==> config.mk <==
export PLATFORM = sky130hd
export DESIGN_NAME = prm_edge_scan
export DESIGN_NICKNAME = d
export VERILOG_FILES = /design/src/rtl/prm_scan_pkg.sv /design/src/rtl/prm_bit_packer.sv /design/src/rtl/prm_edge_scan.sv
export SDC_FILE = /design/constraint.sdc
export NUM_CORES = 1
export LEC_CHECK = 0
export CAP_MARGIN = 20
export CORE_UTILIZATION = 54
export CTS_BUF_LIST = sky130_fd_sc_hd__clkbuf_2
export DETAILED_ROUTE_END_ITERATION = 10
export PLACE_DENSITY_LB_ADDON = 0.12
export SYNTH_ARGS = -nofsm -noshare
export SYNTH_HDL_FRONTEND = slang
export SYNTH_SLANG_ARGS = --single-unit
export TNS_END_PERCENT = 100
==> constraint.sdc <==
create_clock -name clk -period 3 [get_ports clk]
set_clock_uncertainty 0.2 [all_clocks]
set_input_delay 0.75 -clock clk [delete_from_list [all_inputs] [get_ports clk]]
set_output_delay 0.75 -clock clk [all_outputs]
set_load 0.05 [all_outputs]
==> src/rtl/prm_scan_pkg.sv <==
// Shared defaults and FSM state type for the prm_edge_scan range scanner.
package prm_scan_pkg;

   localparam int QBITS_DEF  = 15;
   localparam int WORD_W_DEF = 32;
   localparam int LEN_W      = 6;

   typedef enum logic [1:0] {
      ST_IDLE,
      ST_SCAN,
      ST_FLUSH,
      ST_DONE
   } scan_state_t;

endpackage

==> src/rtl/prm_bit_packer.sv <==
// Packs sampled edge bits into WORD_W-bit words and holds each finished word
// in a valid/ready output register until the consumer takes it.
module prm_bit_packer
   import prm_scan_pkg::*;
#(
   parameter int QBITS  = QBITS_DEF,
   parameter int WORD_W = WORD_W_DEF
) (
   input  logic              clk,
   input  logic              rst_n,
   input  logic              bit_valid,
   input  logic              bit_val,
   input  logic [QBITS-1:0]  bit_code,
   input  logic              flush,
   output logic              can_accept,
   output logic              empty,
   output logic [WORD_W-1:0] res_word,
   output logic [QBITS-1:0]  res_base,
   output logic [LEN_W-1:0]  res_len,
   output logic              res_valid,
   input  logic              res_ready
);

   localparam int CNT_W = $clog2(WORD_W + 1);
   localparam logic [CNT_W-1:0] LAST_IDX = CNT_W'(WORD_W - 1);

   logic [WORD_W-1:0] pack_q, pack_d;
   logic [CNT_W-1:0]  cnt_q, cnt_d;
   logic [QBITS-1:0]  base_q, base_d;
   logic [WORD_W-1:0] word_q, word_d;
   logic [QBITS-1:0]  obase_q, obase_d;
   logic [LEN_W-1:0]  len_q, len_d;
   logic              valid_q, valid_d;
   logic              out_free;
   logic [QBITS-1:0]  cur_base;
   logic [WORD_W-1:0] pack_next;

   // The output register is free if empty or being drained this very cycle,
   // so a finished word can replace an accepted one without a bubble.
   assign out_free   = !valid_q || res_ready;
   assign can_accept = (cnt_q != LAST_IDX) || out_free;
   assign empty      = (cnt_q == '0) && !valid_q;
   assign cur_base   = (cnt_q == '0) ? bit_code : base_q;
   assign pack_next  = pack_q | (WORD_W'(bit_val) << cnt_q);

   always_comb begin
      pack_d  = pack_q;
      cnt_d   = cnt_q;
      base_d  = base_q;
      word_d  = word_q;
      obase_d = obase_q;
      len_d   = len_q;
      valid_d = valid_q;
      if (valid_q && res_ready) begin
         valid_d = 1'b0;
      end
      if (bit_valid) begin
         if (cnt_q == LAST_IDX) begin
            word_d  = pack_next;
            obase_d = cur_base;
            len_d   = LEN_W'(WORD_W);
            valid_d = 1'b1;
            pack_d  = '0;
            cnt_d   = '0;
         end else begin
            pack_d  = pack_next;
            cnt_d   = cnt_q + 1'b1;
            base_d  = cur_base;
         end
      end else if (flush && (cnt_q != '0) && out_free) begin
         word_d  = pack_q;
         obase_d = base_q;
         len_d   = LEN_W'(cnt_q);
         valid_d = 1'b1;
         pack_d  = '0;
         cnt_d   = '0;
      end
   end

   always_ff @(posedge clk) begin
      if (!rst_n) begin
         pack_q  <= '0;
         cnt_q   <= '0;
         base_q  <= '0;
         word_q  <= '0;
         obase_q <= '0;
         len_q   <= '0;
         valid_q <= 1'b0;
      end else begin
         pack_q  <= pack_d;
         cnt_q   <= cnt_d;
         base_q  <= base_d;
         word_q  <= word_d;
         obase_q <= obase_d;
         len_q   <= len_d;
         valid_q <= valid_d;
      end
   end

   assign res_word  = word_q;
   assign res_base  = obase_q;
   assign res_len   = len_q;
   assign res_valid = valid_q;

endmodule

==> src/rtl/prm_edge_scan.sv <==
// Walks an inclusive query range through an external edge checker and streams
// the answers as packed words. Define PRM_EDGE_SCAN_HITCNT_EN for hit_count.
module prm_edge_scan
   import prm_scan_pkg::*;
#(
   parameter int QBITS  = QBITS_DEF,
   parameter int WORD_W = WORD_W_DEF
) (
   input  logic              clk,
   input  logic              rst_n,
   input  logic              start,
   input  logic [QBITS-1:0]  first_q,
   input  logic [QBITS-1:0]  last_q,
   output logic [QBITS-1:0]  q_code,
   output logic              q_valid,
   input  logic              edge_mask,
   output logic [WORD_W-1:0] res_word,
   output logic [QBITS-1:0]  res_base,
   output logic [LEN_W-1:0]  res_len,
   output logic              res_valid,
   input  logic              res_ready,
   output logic              busy,
   output logic              done,
   output logic [15:0]       hit_count
);

   scan_state_t      state_q, state_d;
   logic [QBITS:0]   qry_q, qry_d;
   logic [QBITS-1:0] stop_q, stop_d;
   logic             can_accept;
   logic             pk_empty;
   logic             flush;
   logic             sample;

   // The query counter carries one extra bit so an all-ones stop code ends
   // the scan instead of wrapping back to zero.
   always_comb begin
      state_d = state_q;
      qry_d   = qry_q;
      stop_d  = stop_q;
      sample  = 1'b0;
      flush   = 1'b0;
      case (state_q)
         ST_IDLE: begin
            if (start) begin
               stop_d  = last_q;
               qry_d   = {1'b0, first_q};
               state_d = (first_q > last_q) ? ST_DONE : ST_SCAN;
            end
         end
         ST_SCAN: begin
            if (can_accept) begin
               sample = 1'b1;
               qry_d  = qry_q + 1'b1;
               if (qry_q == {1'b0, stop_q}) begin
                  state_d = ST_FLUSH;
               end
            end
         end
         ST_FLUSH: begin
            flush = 1'b1;
            if (pk_empty) begin
               state_d = ST_DONE;
            end
         end
         ST_DONE: begin
            state_d = ST_IDLE;
         end
         default: begin
            state_d = ST_IDLE;
         end
      endcase
   end

   always_ff @(posedge clk) begin
      if (!rst_n) begin
         state_q <= ST_IDLE;
         qry_q   <= '0;
         stop_q  <= '0;
      end else begin
         state_q <= state_d;
         qry_q   <= qry_d;
         stop_q  <= stop_d;
      end
   end

   assign q_valid = sample;
   assign q_code  = (state_q == ST_SCAN) ? qry_q[QBITS-1:0] : '0;
   assign busy    = (state_q == ST_SCAN) || (state_q == ST_FLUSH);
   assign done    = (state_q == ST_DONE);

   prm_bit_packer #(
      .QBITS  (QBITS),
      .WORD_W (WORD_W)
   ) u_packer (
      .clk        (clk),
      .rst_n      (rst_n),
      .bit_valid  (sample),
      .bit_val    (edge_mask),
      .bit_code   (qry_q[QBITS-1:0]),
      .flush      (flush),
      .can_accept (can_accept),
      .empty      (pk_empty),
      .res_word   (res_word),
      .res_base   (res_base),
      .res_len    (res_len),
      .res_valid  (res_valid),
      .res_ready  (res_ready)
   );

`ifdef PRM_EDGE_SCAN_HITCNT_EN
   logic [15:0] hit_q, hit_d;

   always_comb begin
      hit_d = hit_q;
      if ((state_q == ST_IDLE) && start) begin
         hit_d = '0;
      end else if (sample && edge_mask && (hit_q != 16'hFFFF)) begin
         hit_d = hit_q + 16'd1;
      end
   end

   always_ff @(posedge clk) begin
      if (!rst_n) begin
         hit_q <= '0;
      end else begin
         hit_q <= hit_d;
      end
   end

   assign hit_count = hit_q;
`else
   assign hit_count = 16'd0;
`endif

endmodule

* Word-level counts from Yosys, hierarchy flattened
Cells that the tools add are included.
** Word-level totals
- Flip-flop bits (word level) :: 140
- Latch bits :: 0
- Bits in writable memories :: 0
- Memory bits (read-only) :: 0
- Output and inout bits :: 88
- Memories :: 0
** Cells by class
- Add/sub/neg operators :: 2
- Multipliers :: 0
- Divide/modulo/power cells :: 0
- $lt $le $gt $ge :: 1
- Equality and inequality tests :: 11
- Shift-type cells :: 1
- Multiplexer cells :: 33
- Bitwise operators :: 2
- Reductions and logical operators :: 18
** Operators by type and width (count)
- 32-bit two-way mux :: 6
- 15-bit two-way mux :: 5
- 6-bit two-way mux :: 6
- 16-bit two-way mux :: 2
- 32-bit OR :: 1
- 16-bit one-hot mux with 2 select lines :: 1
- 1-bit by 6-bit left shift with 32-bit output :: 1
- 16-bit by 1-bit adder with 16-bit output (second input constant) :: 1
- 16-bit by 15-bit equality test with 1-bit output :: 1
- 15-bit greater-than comparator :: 1
- 2-bit two-way mux :: 5
- 2-bit inequality test (second input constant) :: 4
- 2-bit one-hot mux with 4 select lines :: 1
- 1-bit two-way mux :: 7
- 6-bit by 1-bit adder with 6-bit output (second input constant) :: 1
- 6-bit by 5-bit equality test with 1-bit output (second input constant) :: 1
- 6-bit zero test :: 1
- 6-bit by 5-bit inequality test with 1-bit output (second input constant) :: 1
- 2-bit AND reduction :: 3
- 6-bit nonzero test :: 1
- 2-bit equality test (second input constant) :: 2
- 1-bit logical AND :: 4
- 4-bit AND reduction :: 1
- 2-bit nonzero test :: 2
- other kinds (7) :: 9

* Depth between registers and ports, before layout
Gate-level depths: netlist (run 1).
- Depth after elaboration :: 7
- Depth in mapped cells :: 9
- Gate-level depth less buffers :: 7

* Cells and area by module
From an unflattened synthesis (run 1), not the netlist that was laid out.
** Unflattened totals
- Cells, all modules :: 765
- Area total of the unflattened synthesis :: 6750.2 um^2
** Modules (own cells, without submodules)
- prm_bit_packer :: instances 1, cells each 433, area each 4240.3 um^2, seq. area each 2142.1 um^2
- prm_edge_scan :: instances 1, cells each 332, area each 2509.9 um^2, seq. area each 660.6 um^2

* Worst setup path after synthesis (run 1)
Ideal clock, no wire load.
- Path kind :: flip-flop to output port
- From :: reg state_q[1]
- To :: out q_code[11]
- Data arrival time :: 1.924 ns
- Data required time :: 2.050 ns
- Setup slack :: 0.126 ns
- Cell stages (with the launch flop) :: 7
- Path through :: dfxtp_1 -> inv_1 -> ha_1 -> clkbuf_1 -> buf_1 -> clkbuf_1 -> and2_1
** Between the ends
- Cells in the longest elaborated chain, start to end :: 2
** Ends and longest elaborated chain
- start, declared :: line prm_edge_scan.sv:27 : scan_state_t state_q, state_d;
- start signal, assigned :: line prm_edge_scan.sv:81 : state_q <= state_d;
- 2-bit by 1-bit equality test with 1-bit output :: line prm_edge_scan.sv:88 : assign q_code = (state_q == ST_SCAN) ? qry_q[QBITS-1:0] : '0;
- 15-bit two-way mux :: line prm_edge_scan.sv:88
- end, declared :: line prm_edge_scan.sv:14 : output logic [QBITS-1:0] q_code,
No other way between the ends.

* Worst setup path in the final report (run 1)
- From :: in res_ready
- To :: out q_valid
** Between the ends
- Cells in the longest elaborated chain, start to end :: 4
** Ends and longest elaborated chain
- start, declared :: line prm_edge_scan.sv:21 : input logic res_ready,
- 1-bit logical OR :: line prm_bit_packer.sv:40 : assign out_free = !valid_q || res_ready;
- 1-bit logical OR :: line prm_bit_packer.sv:41 : assign can_accept = (cnt_q != LAST_IDX) || out_free;
- 1-bit two-way mux :: line prm_edge_scan.sv:52 : if (can_accept) begin
- 1-bit two-way mux :: line prm_edge_scan.sv:43 : case (state_q)
- end, declared :: line prm_edge_scan.sv:15 : output logic q_valid,
No other way between the ends.

==> metrics.md, run 1 <==
| Metric | Value |
|---|---|
| RD Place Congestion | 0.882 |
| Crit path kind | input pin to output pin |
| Switching Fraction | a little over two fifths |
| Cell Area, Synth | 0.00642 mm^2 |
| P_sw | 0.00263 W |
| Top cell family by delay on the critical path | buffers and inverters |
| Yosys reg bits | 140 |
| WL/cell | 16.3 um |
| Via count | about 5800 |
| Share of the synthesized area in the top cell type | between 40 and 50% |
| DP HPWL | 11700 um |
| Final Cell Area | 0.00807 mm^2 |
| Max_cap viols | 0 |
| Post-synth EDFFs | 0 |
| Worst skew pair latency | 0.68 ns |
| Worst Hold Class | register to register |
| Ratio of cells with drive above 1 in the final layout | 13.1% |
| WP buf/inv | 3 |
| NumNets Final | 916 |
| CTS buffer count | 17 |
| CP Launch Type | input pin |
| Min Tclk post-route | 2.91 ns |
| Worst slew margin | 55.0% |
| Final setup viols | 0 |
| Least-Margin Pin Slew | 0.675 ns |
| Critical Path Max Stage Delay | between 0.4 and 0.5 ns |
| Area leader, netlist | dfxtp_1 |
| IO Count | approximately 120 |
| Gate power share | 46.1% |
| Internal power | 0.00353 W |
| IO Port Bufs | 106 |
| Most frequent cell after synthesis | dfxtp_1 |
| CP cell instances | clkdlybuf4s50_1, or2b_1, o31ai_4, inv_2, buf_4 |
| Register area | roughly 0.0028 mm^2 |
| Setup TNS | 0 ns |
| Iteration-0 DRC Markers | 425 |
| Register area share after synthesis | 43.7% |
| Hold Fails Final Rpt | 0 |
| Dominant synthesized flop cell | dfxtp_1 |
| CTS max path bufs | 2 |
| Die W | 111 um |
| DP Cell Count | a little under 1000 |
| Synth cell types | 60 |
| Syn_area_per_cell | about 8.5 um^2 |
| Period utilisation layout | 97.0% |
| P per Cell Area | 763 mW/mm^2 |
| Synth cell count leaders | 140 x dfxtp_1, 120 x nor2_1, 67 x a21oi_1 |
| Starting Density | 55.7% |
| TritonCTS clock tree | done |
| GRT Total Usage | 27.0% |
| CTS sink cnt | 140 |
| Fillcell total | 936 |
| Largest net degree at the start of global routing | 54 |
| Core ar. | about 0.012 mm^2 |
| Vias in the first global route | 5457 |
| Chip height | 111 um |
| Post-route ant nets | 0 |
| Seq pwr share | 37.0% |
| ANT cells | 0 |
| Vias per inst | 5.75 |
| Die ar. | 0.0123 mm^2 |
| WL final | between 15000 and 20000 um |
| Worst Path Required | 2.05 ns |
| Grt total ovfl | 0 |
| CP Data Arrival Time | 1.96 ns |
| Clk network pwr share | 16.9% |
| FMAX | 0.344 GHz |
| Initial antenna violation count | 0 |
| Post-synth ARST share | 0% |
| Peak supply drop | around 0.56 mV |
| Rows | 39 |
| Slowest cell on crit path | clkdlybuf4s50_1 |
| CTS H-tree lvls | 4 |
| Post-DP Area | 0.00777 mm^2 |
| Hold Buf Count CTS | 0 |
| Yosys warnings | 0 |
| Leakage power | 3.17 nW |
| Syn Inst Count | 756 |
| Post-Layout Cell Count | 1012 |
| # DRC | 18 |
| Max FO, Critical Path | 2 |
| First-pass GRT wire length | 26700 um |
| Final Max Tran Viols | 0 |
| Clock-pin slew on the worst setup and hold paths | 0.19 ns |
| Crit. End Element | output pin |
| Area Overhead vs Synth | 25.7% |
| Failing checks | DRC |
| Detailed-router iteration count before antenna repair | 8 |
| Status | finished with violations |
| Root buf cell | clkbuf_2 |
| Synth top area cells | dfxtp_1 44%, nor2_1 7.0%, a211oi_1 5.8% |
| Area of the multi-input gates | 0.00322 mm^2 |
[metrics by stage]
step	util, %	hold slack (ns)	setup slack [ns]	power (W)
4_1_cts	69.8	0.284	0.0348	0.00614
3_5_place_dp	67.5	0.243	0.0383	0.00506
6_report	70.1	0.280	0.0906	0.00616
2_1_floorplan	-	0.224	0.126	0.00416
3_3_place_gp	67.5	0.235	0.0640	0.00500
5_1_grt	70.1	0.305	-0.0109	0.00650
[repair_timing]
action                                  in CTS  in global routing
setup buffers                                3                  2
pin swaps                                    1                  1
gates resized for setup                     14                 10
endpoints found under the setup margin      18                 17
[worst min-delay path: cells and delay by family (launching register included)]
family | cells | cell delay, ns
and+or+nand+nor | 1 | 0.07
DFF | 1 | 0.35
AOI/OAI and AO/OA | 1 | 0.05
[cells by family after synthesis]
family	after synthesis	share of synthesized area, %
xor gates and xnor gates	15	2.05
DFF	140	43.7
and+or+nand+nor	262	19.0
AOI/OAI and AO/OA	195	20.1
muxes	19	2.98
other	1	0.0584
buffers and inverters	101	7.70
adders and majority gates	23	4.48
[power groups by stage]
stage                     sequential [W]  clock, W  combinational (W)
after floorplan                  0.00254         0            0.00162
after global placement           0.00231         0            0.00269
after detailed placement         0.00232         0            0.00274
after CTS                        0.00228   0.00106            0.00281
after global routing             0.00231   0.00114            0.00304
final                            0.00228   0.00104            0.00284
[placed cells by master (no fill, tap or decap), types with 3 or more instances in the layout]
| master | netlist | layout |
|---|---|---|
| dfxtp_1 | 140 | 133 |
| nor2_1 | 120 | 119 |
| clkdlybuf4s50_1 | 0 | 88 |
| a21oi_1 | 67 | 66 |
| nand2_1 | 55 | 55 |
| a211oi_1 | 50 | 50 |
| buf_4 | 19 | 32 |
| o21ai_0 | 24 | 24 |
| inv_1 | 25 | 23 |
| ha_1 | 23 | 21 |
| buf_12 | 0 | 19 |
| mux2i_1 | 18 | 18 |
| clkbuf_2 | 1 | 18 |
| a31oi_1 | 17 | 17 |
| and2_1 | 16 | 16 |
| conb_1 | 1 | 16 |
| xor2_1 | 15 | 15 |
| nand3_1 | 14 | 13 |
| and3_1 | 11 | 11 |
| nor3_1 | 8 | 8 |
| nand2b_1 | 6 | 6 |
| nor2b_1 | 6 | 6 |
| nor4_1 | 6 | 6 |
| o2bb2ai_1 | 5 | 5 |
| nand4_1 | 5 | 5 |
| inv_2 | 2 | 4 |
| o31ai_1 | 4 | 4 |
| a21o_1 | 4 | 4 |
| clkinv_2 | 0 | 4 |
| dfxtp_4 | 0 | 4 |
| o21a_1 | 3 | 3 |
| dfxtp_2 | 0 | 3 |
[final timing paths]
check	depth (start not counted)	slack (ns)	end	startpoint
hold / removal	2	0.28	u_packer.pack_q[24]	u_packer.pack_q[24]
hold reg to reg	2	0.28	u_packer.pack_q[24]	u_packer.pack_q[24]
setup reg to reg	9	0.43	u_packer.res_base[13]	state_q[1]
setup / recovery	5	0.09	q_valid	res_ready
[registers in the layout, indices dropped and copies added, names as in the netlist, 2 cells and up]
register           count
u_packer.pack_q       32
u_packer.res_word     32
qry_q                 16
stop_q                15
u_packer.base_q       15
u_packer.res_base     15
u_packer.cnt_q         6
u_packer.res_len       6
state_q                2
[layer usage]
metal / up-vias / global-route usage (%) / part of all wire [%]
met4: 0 / 9.55 / 1.6
met1: 2781 / 35.6 / 45
met2: 192 / 43.9 / 47
li1: 2814 / - / -
met5: - / 0 / 0
met3: 30 / 5.85 / 6.8
[area by class of cell]
class	count	share of cell area (%)
Clock buffer	18	1.12
Clock inverter	12	1.55
Inverter	28	1.47
Multi-Input combinational cell	530	39.9
Sequential cell	140	35.0
Tap cell	143	2.22
Timing Repair Buffer	141	18.8
No activity file was read; power rests on OpenSTA's default activity.
==> run 2, diff against run 1 <==
--- a/config.mk
+++ b/config.mk
@@ -6,8 +6,10 @@
 export NUM_CORES = 1
 export LEC_CHECK = 0
 export CAP_MARGIN = 20
+export CORE_MARGIN = 4
 export CORE_UTILIZATION = 54
 export CTS_BUF_LIST = sky130_fd_sc_hd__clkbuf_2
+export CTS_CLUSTER_SIZE = 28
 export DETAILED_ROUTE_END_ITERATION = 10
 export PLACE_DENSITY_LB_ADDON = 0.12
 export SYNTH_ARGS = -nofsm -noshare
==> metrics.md, run 2 (synthesis gave the netlist of run 1 again) <==
| Metric | Value |
|---|---|
| Unrepaired setup endpoints after global routing | true |
| Starting Density | about 56% |
| Post-Layout Cell Count | roughly 1000 |
| IO Count | 123 |
| Detailed-router iteration count before antenna repair | 5 |
| Largest net degree at the start of global routing | 55 |
| Commonest non-fill, non-tap cell in the layout | dfxtp_1 |
| Ratio of cells with drive above 1 in the final layout | 13.1% |
| CTS sink cnt | 140 |
| Area Overhead vs Synth | 26.2% |
| GRT Total Usage | 24.0% |
| Via count | 5681 |
| IO Port Bufs | between 100 and 150 |
| Final Max Tran Viols | 0 |
| CTS buffer count | 17 |
| Seq pwr share | 36.7% |
| Max FO, Critical Path | 2 |
| Vias in the first global route | 5518 |
| Clock-pin slew on the worst setup and hold paths | 0.20 ns |
| Gate power share | 44.2% |
| CP cell instances | clkdlybuf4s50_1, or2b_1, o31ai_4, inv_2, buf_4 |
| Initial antenna violation count | 0 |
| P_sw | 0.00266 W |
| First-pass GRT wire length | 26100 um |
| Post-route ant nets | 0 |
| CP Launch Type | input pin |
| Hold Fails Final Rpt | 0 |
| Met3 usage | just under 6% |
| Setup TNS | 0 ns |
| Period utilisation layout | 97.8% |
| WL final | 16300 um |
| Final Util | between 70 and 80% |
| Met2 GRT Util | between 30% and 40% |
| Rows | 39 |
| Worst Hold Class | register to register |
| Commonest non-fill, non-tap cells in the layout | 132 x dfxtp_1, 119 x nor2_1, 88 x clkdlybuf4s50_1 |
| Worst Path Required | between 2 and 2.5 ns |
| Die ar. | 0.0137 mm^2 |
| Peak supply drop | ~0.79 mV |
| NumNets Final | 913 |
| Final setup viols | 0 |
| # DRC | 0 |
| Final Cell Area | 0.00810 mm^2 |
| Crit path kind | input pin to output pin |
| Hold depth | 2 |
| Max_cap viols | 0 |
| P per Cell Area | ~770 mW/mm^2 |
| WL/cell | 16.1 um |
| Fillcell total | 958 |
| FF-to-FF path depth | 9 |
| TritonCTS clock tree | done |
| Switching Fraction | 42.4% |
| DP HPWL | 11800 um |
| RD Place Congestion | 0.902 |
| CTS H-tree lvls | 4 |
| Clk network pwr share | 19.1% |
| FMAX | 0.341 GHz |
| Leakage power | 3.17 nW |
| Crit. End Element | output pin |
| Hold Buf Count CTS | 0 |
| Iteration-0 DRC Markers | 450 |
| Least-Margin Pin Slew | 0.680 ns |
| Vias per inst | roughly 5.6 |
| Chip height | 117 um |
| Gr busiest metal | met2 |
| Status | complete, no violations |
| Post-DP Area | 0.00774 mm^2 |
| Slowest cell on crit path | clkdlybuf4s50_1 |
| DP Cell Count | 975 |
| GR Util met1 | 32.2% |
| Internal power | 0.00361 W |
| Root buf cell | clkbuf_2 |
| Worst slew margin | a little over half |
| Worst skew pair latency | 0.69 ns |
| Critical Path Max Stage Delay | 0.43 ns |
| Grt total ovfl | 0 |
| CP Data Arrival Time | a little under 2 ns |
| CTS max path bufs | 2 |
| ANT cells | 0 |
| Die W | 117 um |
| Core ar. | 0.0115 mm^2 |
| Min Tclk post-route | 2.93 ns |
run 2: critical path: cells and delay by family:
kind	cells	cell delay (ns)
AND/OR/NAND/NOR	1	0.27
AO/OA/AOI/OAI	1	0.26
buffers and inverters	3	0.70
run 2: timing repair:
action	4_1_cts	5_1_grt
buffers inserted	4	0
resized for setup	15	10
pin swaps	1	0
setup endpoints to repair	18	17
run 2: area by class of cell:
cell class / count / area [um^2] / share of cell area, %
multi-input combinational: 530 / 3220 / 39.7
sequential: 140 / 2820 / 34.8
timing repair buffer: 138 / 1490 / 18.4
clock inverter: 15 / 189 / 2.33
tap: 143 / 179 / 2.21
inverter: 28 / 119 / 1.47
clock buffer: 17 / 85.1 / 1.05
run 2: through the flow:
step / hold WS [ns] / power [W] / worst slack, ns
CTS: 0.282 / 0.00626 / 0.00208
global placement: 0.241 / 0.00493 / 0.0719
finish: 0.286 / 0.00627 / 0.0650
floorplan: 0.224 / 0.00416 / 0.126
global route: 0.302 / 0.00663 / -0.00756
detailed placement: 0.248 / 0.00502 / 0.0651
run 2: path summary, 6_finish.rpt:
path | start | to | slack [ns]
max | res_ready | q_valid | 0.07
min reg2reg | stop_q[5] | stop_q[5] | 0.29
max reg2reg | state_q[1] | u_packer.res_base[7] | 0.46
min | stop_q[5] | stop_q[5] | 0.29
run 2: power by group through the flow:
stage               logic, W  clock network, W  registers [W]
global placement     0.00261                 0        0.00233
finish               0.00277           0.00120        0.00230
global route         0.00299           0.00130        0.00233
CTS                  0.00274           0.00122        0.00230
floorplan            0.00162                 0        0.00254
detailed placement   0.00268                 0        0.00234
run 2: metal layers:
metal	up-vias	part of all wire, %
li1	2812	-
met1	2649	44
met2	191	47
met3	29	6.7
met4	0	1.8
met5	-	0
